==> config.mk <==
export PLATFORM = sky130hd
export DESIGN_NAME = chi5_hn_comp_responder
export DESIGN_NICKNAME = d
export VERILOG_FILES = /design/src/rtl/chi5_hn_pkg.sv /design/src/rtl/chi5_hn_trk_fifo.sv /design/src/rtl/chi5_hn_comp_responder.sv
export SDC_FILE = /design/constraint.sdc
export NUM_CORES = 1
export LEC_CHECK = 0
export BUFFER_PORTS_ARGS = -buffer_cell sky130_fd_sc_hd__clkbuf_2
export CAP_MARGIN = 5
export CORE_UTILIZATION = 50
export DETAILED_ROUTE_END_ITERATION = 10
export PLACE_DENSITY = 0.76
export SETUP_SLACK_MARGIN = 0.3
export SKIP_LAST_GASP = 1
export SLEW_MARGIN = 20
export SYNTH_ARGS = -nofsm -noshare
export SYNTH_HDL_FRONTEND = slang
export SYNTH_SLANG_ARGS = --single-unit
==> constraint.sdc <==
create_clock -name SCLK -period 2.5 [get_ports SCLK]
set_clock_uncertainty 0.05 [all_clocks]
set_input_delay 0.25 -clock SCLK [delete_from_list [all_inputs] [get_ports SCLK]]
set_output_delay 0.25 -clock SCLK [all_outputs]
set_load 0.01 [all_outputs]
==> src/rtl/chi5_hn_pkg.sv <==
// chi5_hn_pkg: shared opcodes, tracker entry type and routing-exemption helper
package chi5_hn_pkg;
  localparam int NID_MAX = 11;
  localparam int TXN_MAX = 12;
  localparam int DLY_W = 4;
  localparam logic [5:0] OP_EOBARRIER = 6'h0E;
  localparam logic [5:0] OP_ECBARRIER = 6'h0F;
  localparam logic [5:0] OP_DVMOP = 6'h14;
  localparam logic [3:0] COMP = 4'h4;
  typedef struct packed {
    logic [NID_MAX-1:0] srcid;
    logic [TXN_MAX-1:0] txnid;
    logic [DLY_W-1:0] delay;
  } trk_entry_t;
  function automatic logic tgt_exempt(input logic [5:0] op);
    return op inside {OP_EOBARRIER, OP_ECBARRIER, OP_DVMOP};
  endfunction
endpackage

==> src/rtl/chi5_hn_trk_fifo.sv <==
// chi5_hn_trk_fifo: in-order tracker storage with per-entry Comp delay counters
module chi5_hn_trk_fifo
  import chi5_hn_pkg::*;
#(
  parameter int DEPTH = 4,
  localparam int PW = $clog2(DEPTH),
  localparam int CW = $clog2(DEPTH + 1)
) (
  input  logic          clk,
  input  logic          rst_n,
  input  logic          push,
  input  trk_entry_t    push_entry,
  input  logic          pop,
  output logic          full,
  output logic          head_ready,
  output trk_entry_t    head_entry,
  output logic [PW-1:0] head_idx
);
  trk_entry_t mem_q [DEPTH];
  trk_entry_t mem_d [DEPTH];
  logic [PW-1:0] wr_q, wr_d, rd_q, rd_d;
  logic [CW-1:0] cnt_q, cnt_d;
  assign full = cnt_q == CW'(DEPTH);
  assign head_entry = mem_q[rd_q];
  assign head_ready = (cnt_q != '0) && (mem_q[rd_q].delay == '0);
  assign head_idx = rd_q;
  always_comb begin
    mem_d = mem_q;
    for (int i = 0; i < DEPTH; i++)
      if (mem_q[i].delay != '0) mem_d[i].delay = mem_q[i].delay - DLY_W'(1);
    if (push) mem_d[wr_q] = push_entry;
    wr_d = push ? wr_q + PW'(1) : wr_q;
    rd_d = pop ? rd_q + PW'(1) : rd_q;
    cnt_d = cnt_q + CW'(push) - CW'(pop);
  end
  always_ff @(posedge clk) begin
    if (!rst_n) begin
      wr_q <= '0;
      rd_q <= '0;
      cnt_q <= '0;
    end else begin
      wr_q <= wr_d;
      rd_q <= rd_d;
      cnt_q <= cnt_d;
    end
  end
  always_ff @(posedge clk) mem_q <= mem_d;
endmodule

==> src/rtl/chi5_hn_comp_responder.sv <==
// chi5_hn_comp_responder: HN-side REQ target that checks routing and returns delayed in-order Comp responses
module chi5_hn_comp_responder
  import chi5_hn_pkg::*;
#(
  parameter int NODE_ID_WIDTH = 7,
  parameter int TXNID_WIDTH = 8,
  parameter int NODE_ID = 0,
  parameter int DEPTH = 4,
  parameter int COMP_DELAY = 2
) (
  input  logic                     SCLK,
  input  logic                     SRESETn,
  input  logic                     req_valid,
  output logic                     req_ready,
  input  logic [NODE_ID_WIDTH-1:0] req_srcid,
  input  logic [NODE_ID_WIDTH-1:0] req_tgtid,
  input  logic [TXNID_WIDTH-1:0]   req_txnid,
  input  logic [5:0]               req_opcode,
  output logic                     rsp_valid,
  input  logic                     rsp_ready,
  output logic [NODE_ID_WIDTH-1:0] rsp_tgtid,
  output logic [NODE_ID_WIDTH-1:0] rsp_srcid,
  output logic [TXNID_WIDTH-1:0]   rsp_txnid,
  output logic [TXNID_WIDTH-1:0]   rsp_dbid,
  output logic [3:0]               rsp_opcode,
  output logic                     err_misroute,
  output logic [7:0]               misroute_cnt
);
  localparam int PW = $clog2(DEPTH);
  logic full, head_ready, routed, req_hs, rsp_hs;
  logic err_misroute_q, err_misroute_d;
  logic [7:0] misroute_cnt_q, misroute_cnt_d;
  logic [PW-1:0] head_idx;
  trk_entry_t push_entry, head_entry;
  logic unused_head;
  assign req_ready = SRESETn && !full;
  assign req_hs = req_valid && req_ready;
  assign routed = tgt_exempt(req_opcode) || (req_tgtid == NODE_ID_WIDTH'(NODE_ID));
  assign rsp_valid = head_ready;
  assign rsp_hs = rsp_valid && rsp_ready;
  assign push_entry = '{srcid: NID_MAX'(req_srcid), txnid: TXN_MAX'(req_txnid), delay: DLY_W'(COMP_DELAY)};
  assign rsp_tgtid = rsp_valid ? head_entry.srcid[NODE_ID_WIDTH-1:0] : '0;
  assign rsp_srcid = rsp_valid ? NODE_ID_WIDTH'(NODE_ID) : '0;
  assign rsp_txnid = rsp_valid ? head_entry.txnid[TXNID_WIDTH-1:0] : '0;
  assign rsp_dbid = rsp_valid ? TXNID_WIDTH'(head_idx) : '0;
  assign rsp_opcode = rsp_valid ? COMP : '0;
  assign unused_head = ^head_entry;
  assign err_misroute = err_misroute_q;
  assign misroute_cnt = misroute_cnt_q;
  chi5_hn_trk_fifo #(.DEPTH(DEPTH)) u_trk (
    .clk(SCLK),
    .rst_n(SRESETn),
    .push(req_hs && routed),
    .push_entry(push_entry),
    .pop(rsp_hs),
    .full(full),
    .head_ready(head_ready),
    .head_entry(head_entry),
    .head_idx(head_idx)
  );
  always_comb begin
    err_misroute_d = req_hs && !routed;
    misroute_cnt_d = (err_misroute_d && misroute_cnt_q != 8'hFF) ? misroute_cnt_q + 8'd1 : misroute_cnt_q;
  end
  always_ff @(posedge SCLK) begin
    if (!SRESETn) begin
      err_misroute_q <= 1'b0;
      misroute_cnt_q <= '0;
    end else begin
      err_misroute_q <= err_misroute_d;
      misroute_cnt_q <= misroute_cnt_d;
    end
  end
endmodule

### Yosys cells after proc, flatten, opt, wreduce, memory -nomap -nowiden

Index checks and enable logic that the tools add are counted.

* register bits: 124
* logic and storage cells: 70
* input bits: 32
* output and inout port bits: 45

* reductions and logical operators: 19
* bitwise operators: 2
* add/sub/neg operators: 9
* mux-type cells: 15
* order comparisons: 3
* eq/ne operators: 5

Operator list (count)
* 108-bit bitwise mux: 1
* 85-bit 2-to-1 mux: 1
* 27-bit binary-select mux with 2-bit select: 1
* 27-bit demux with 2-bit select: 1
* 23-bit 2-to-1 mux: 2
* 27-bit 2-to-1 mux: 1
* 4-bit 2-to-1 mux: 4
* 4-bit nonzero test: 4
* 4-bit by 1-bit subtractor with 4-bit output (second input constant): 4
* 6-bit by 4-bit equality test with 1-bit output (second input constant): 2
* 8-bit by 1-bit adder with 8-bit output (second input constant): 1
* 1-bit logical AND: 8
* 8-bit 2-to-1 mux: 1
* 8-bit inequality test (second input constant): 1
* 7-bit zero test: 1
* 7-bit 2-to-1 mux: 1
* 6-bit by 5-bit equality test with 1-bit output (second input constant): 1
* 3-bit greater-or-equal comparator (second input constant): 2
* 2-bit inverter with 3-bit output: 2
* 3-bit nonzero test: 2
* 2-bit by 1-bit adder with 2-bit output (second input constant): 2
* 4-bit zero test: 1
* 3-bit by 1-bit adder with 3-bit output: 1
* 3-bit equality test (second input constant): 1
* 6 further kinds: 7

### Logic depth before layout (Yosys ltp)

* depth in word-level cells: 8
* depth in mapped cells: 11
* depth with buffers taken out: 10

### By module

From an unflattened synthesis, not the netlist that was laid out.

* cells, all modules: 356
* area, all modules: 5360.1 um^2

Modules (own cells, without submodules)
* chi5_hn_trk_fifo: sequential area each 3223.1 um^2, area each 4601.9 um^2, cells each 260, instances 1
* chi5_hn_comp_responder: sequential area each 180.2 um^2, area each 758.2 um^2, cells each 96, instances 1

### Least setup slack after synthesis

Ideal clock, no wire load.

* path kind: register -> register
* start point: reg u_trk.mem_q[0] in the netlist's numbering
* end point: reg u_trk.cnt_q[2]
* setup slack: 40 ps
* data required time: 2335 ps
* arrival: 2296 ps
* buffers on the path: 1
* setup time: 115 ps
* stages on the path, launching flop included: 12
* clock period less this slack: 2460 ps
* cells stage by stage: dfxtp_1 -> nor3_4 -> a32oi_1 -> a211o_1 -> clkbuf_4 -> o21ai_0 -> nand2_1 -> ha_1 -> fa_1 -> xnor2_1 -> xnor2_1 -> and2_1

* word-level cells in the longest chain between the ends: 7

RTL lines
* start, declared: line chi5_hn_trk_fifo.sv:19 `trk_entry_t mem_q [DEPTH];`
* start signal, assigned: line chi5_hn_trk_fifo.sv:47 `always_ff @(posedge clk) mem_q <= mem_d;`
* 27-bit binary-select mux with 2-bit select: line chi5_hn_trk_fifo.sv:25 `assign head_ready = (cnt_q != '0) && (mem_q[rd_q].delay == '0);`
* 23-bit 2-to-1 mux (2 in series)
* 4-bit zero test: line chi5_hn_trk_fifo.sv:25
* 1-bit logical AND: line chi5_hn_trk_fifo.sv:25
* 1-bit logical AND: line chi5_hn_comp_responder.sv:40 `assign rsp_hs = rsp_valid && rsp_ready;`
* 3-bit by 1-bit subtractor with 3-bit output: line chi5_hn_trk_fifo.sv:34 `cnt_d = cnt_q + CW'(push) - CW'(pop);`
* end signal, assigned: line chi5_hn_trk_fifo.sv:44 `cnt_q <= cnt_d;`
* end, declared: line chi5_hn_trk_fifo.sv:22 `logic [CW-1:0] cnt_q, cnt_d;`

Every way passes these cells. The select of a mux whose other input is x is not followed.
A chain may end at the register's enable or synchronous reset.

### Worst setup path in the final report

* start point: reg u_trk.mem_q[2] in the netlist's numbering
* end point: reg u_trk.cnt_q[2]

Same word-level chain as after synthesis.

==> flow_summary.json <==
{
  "status": "completed",
  "drt-total-wl_microns": 7197,
  "gp_congestion": 0.7160,
  "overflow": 0,
  "postCtsHoldBufs": 0,
  "yosys.area.top_type": "edfxtp_1",
  "powerDensity_mw_per_mm2": 728.6,
  "drc": 0,
  "power.leakage_nw": 1.955,
  "hold_violations": 0,
  "synth_cell_types": 55,
  "synthCells": 312,
  "cts_tree": "built",
  "ir_worst_vdd_uv": 430.6,
  "cts_buffers": 9,
  "combPwrFrac_pct": 19.8,
  "switching_share_pct": 29.60,
  "place_hpwl_microns": 4995,
  "critPathMaxFanout": 3,
  "finalCriticalPeriod_ns": 2.356,
  "crit_path_start": "u_trk.mem_q[2]",
  "grt_pass1_wl_microns": 11370,
  "worst-r2r-setup-slack_ns": 0.14,
  "netlist_top_cells_area": "edfxtp_1, dfxtp_1, mux4_2, buf_4, ha_1",
  "yosysTopAreaCellShare_pct": 43.17,
  "wl_met1_microns": 3074,
  "synth_area_per_cell_sq_um": 13.38,
  "nFillCells": 590,
  "slowest_stage": "fa_2",
  "synth_edf_count": 60,
  "wl_met3_microns": 251,
  "vias": 2547,
  "antenna_left": 0,
  "highest_layer": "met4",
  "synth_flop_cell": "edfxtp_1",
  "drt_pre_antenna_iters": 4,
  "cp-end-kind": "flip-flop",
  "fin_nets": 433,
  "core_area_sq_mm": 0.007888,
  "slew_viol_final": 0,
  "hp-start": "req_txnid[3]",
  "fmax_mhz": 424.5,
  "wl_per_cell_microns": 14.48,
  "dieHeight_microns": 93.37,
  "finalSetupTns_ns": 0,
  "cts_htree_levels": 3,
  "fin_crit_sh_pct": 94.23,
  "io_pins": 77,
  "area.growth.synth_to_final_pct": 17.93,
  "dieArea_sq_mm": 0.008717,
  "dp.cells": 474,
  "path_delay_family": "compound AO/OA/AOI/OAI gates",
  "netlist_area_sq_mm": 0.004174,
  "p_int_mw": 2.525,
  "grt_use_total_pct": 17.78,
  "drt_iter0_markers": 112,
  "min_path_type": "input port to flip-flop",
  "startpoint_type": "flip-flop",
  "ys_seq_area_share_pct": 58.51,
  "layout.cells.non_filler": 497,
  "path_clk_slew_ns": 0.10,
  "clock_latency_ns": 0.35,
  "numPortBuffers": 60,
  "ys_warn_count": 0,
  "required_ns": 2.71,
  "clk_path_buf_depth": 2,
  "max-cap-violations": 0,
  "die_w_microns": 93.37,
  "synth_most_common_cell": "edfxtp_1",
  "vias_per_cell": 5.125,
  "cp_slowest_stage_delay_ns": 0.38,
  "synth_async_sr_flop_share_pct": 0,
  "grt_pass1_vias": 2411,
  "ys_ff_latch": 92,
  "path_buf_inv": 0,
  "rsz0062_at_grt": "true",
  "p_seq_share_pct": 54.5,
  "row_count": 32,
  "clock-sinks": 92,
  "setup_viol": 0,
  "clockPowerShare_pct": 25.7,
  "start_util_pct": 52.92,
  "drive_gt1_share_pct": 36.20,
  "worstPathArrival_ns": 2.56,
  "cts_root_buf": "clkbuf_8",
  "diodes": 0,
  "antenna_found_initial": 0,
  "dr_wl_met2_microns": 3703,
  "path_cells": "nor3_4 > a32oi_2 > a211o_1 > o21ai_2 > nand2_2 > ha_4 > fa_2 > xnor2_2 > xnor2_1 > and2_1",
  "ys_top_cells_by_count": "edfxtp_1, dfxtp_1, nand2_1, nor2_1, buf_4",
  "grt_max_degree": 20,
  "critPathKind": "flip-flop to flip-flop",
  "power_switching_mw": 1.061,
  "r2r-start": "u_trk.mem_q[2]"
}
-- flip-flops by register name, indices dropped and copies added, names as in the netlist --
| register | count |
|---|---|
| u_trk.mem_q | 76 |
| misroute_cnt | 8 |
| u_trk.cnt_q | 3 |
| u_trk.head_idx | 2 |
| u_trk.wr_q | 2 |
| err_misroute | 1 |
-- through the flow --
| step | setup slack [ns] | total power, mW | hold WS (ns) | instance area [sq um] | util, % |
|---|---|---|---|---|---|
| CTS | 0.1214 | 3.551 | 0.03748 | 4802 | 60.88 |
| global route | 0.05355 | 3.793 | 0.04560 | 4922 | 62.40 |
| detailed placement | 0.1115 | 2.601 | 0.4188 | 4569 | 57.93 |
| floorplan | 0.1437 | 2.467 | 0.2989 | 4254 | - |
| finish | 0.1442 | 3.587 | 0.05300 | 4922 | 62.40 |
| global placement | 0.1874 | 2.555 | 0.4179 | 4569 | 57.93 |
-- final cells by class --
cell class                      instances  area, sq um  area share [%]
Sequential cell                        92         2452           49.82
Timing Repair Buffer                   81        515.5           10.47
Multi-Input combinational cell        189         1579           32.08
Clock inverter                          7        60.06           1.220
Clock buffer                            9        123.9           2.517
Inverter                               17        63.81           1.296
Tap cell                              102        127.6           2.593
-- power by group through the flow --
stage / Combinational, mW / Sequential (mW) / Clock [mW]
6_report: 0.709 / 1.95 / 0.923
5_1_grt: 0.821 / 1.98 / 0.995
4_1_cts: 0.678 / 1.93 / 0.944
3_5_place_dp: 0.639 / 1.96 / 0
3_3_place_gp: 0.603 / 1.95 / 0
2_1_floorplan: 0.529 / 1.94 / 0
-- kinds of logic (layout without fill, tap and decap cells) --
kind of cell             count (synthesis)  after routing  share of synthesized area, %
AO/OA/AOI/OAI                           22             22                         3.927
buffers and inverters                   46            114                         6.505
AND/OR/NAND/NOR                        105            105                         14.42
flip-flops                              92             92                         58.51
other                                    1             16                       0.08984
adder cells (fa/ha/maj)                 11             11                         3.477
XOR/XNOR                                 6              6                         1.259
multiplexers                            29             29                         11.81
-- metal layers --
| layer | up-vias | global-route usage [%] |
|---|---|---|
| met3 | 13 | 2.927 |
| met1 | 1237 | 21.57 |
| met4 | 0 | 9.359 |
| met2 | 62 | 30.45 |
| li1 | 1235 | - |
| met5 | - | 0 |
-- cells in the final DEF, fill, tap and decap left out, types with 4 or more instances in the layout --
| master | Yosys | final |
|---|---|---|
| ha_1 | 10 | 9 |
| clkbuf_8 | 1 | 9 |
| nand2b_1 | 6 | 6 |
| nor2b_1 | 9 | 6 |
| nor2_1 | 23 | 23 |
| mux4_2 | 12 | 12 |
| buf_2 | 5 | 10 |
| mux2i_1 | 11 | 11 |
| xnor2_1 | 6 | 5 |
| clkbuf_2 | 0 | 42 |
| dfxtp_1 | 32 | 28 |
| o21ai_0 | 7 | 6 |
| conb_1 | 1 | 16 |
| and2b_2 | 8 | 8 |
| inv_1 | 17 | 17 |
| nand2_1 | 27 | 26 |
| buf_4 | 19 | 19 |
| edfxtp_1 | 60 | 60 |
| nor3_4 | 1 | 4 |
| and2_1 | 4 | 4 |
| buf_6 | 1 | 10 |
-- final timing paths --
kind	end	cells after the start
worst min-delay path	u_trk.mem_q[7]	1
worst max-delay path	u_trk.cnt_q[2]	10
worst max register to register	u_trk.cnt_q[2]	10
worst min register to register	misroute_cnt[1]	2
-- timing repair --
item,in CTS,in global routing
buffers inserted,4,3
pin swaps,5,9
resized for setup,6,36
cloned,0,0
setup endpoints to repair,14,20
Note: power is estimated with default switching activity, not from simulation.
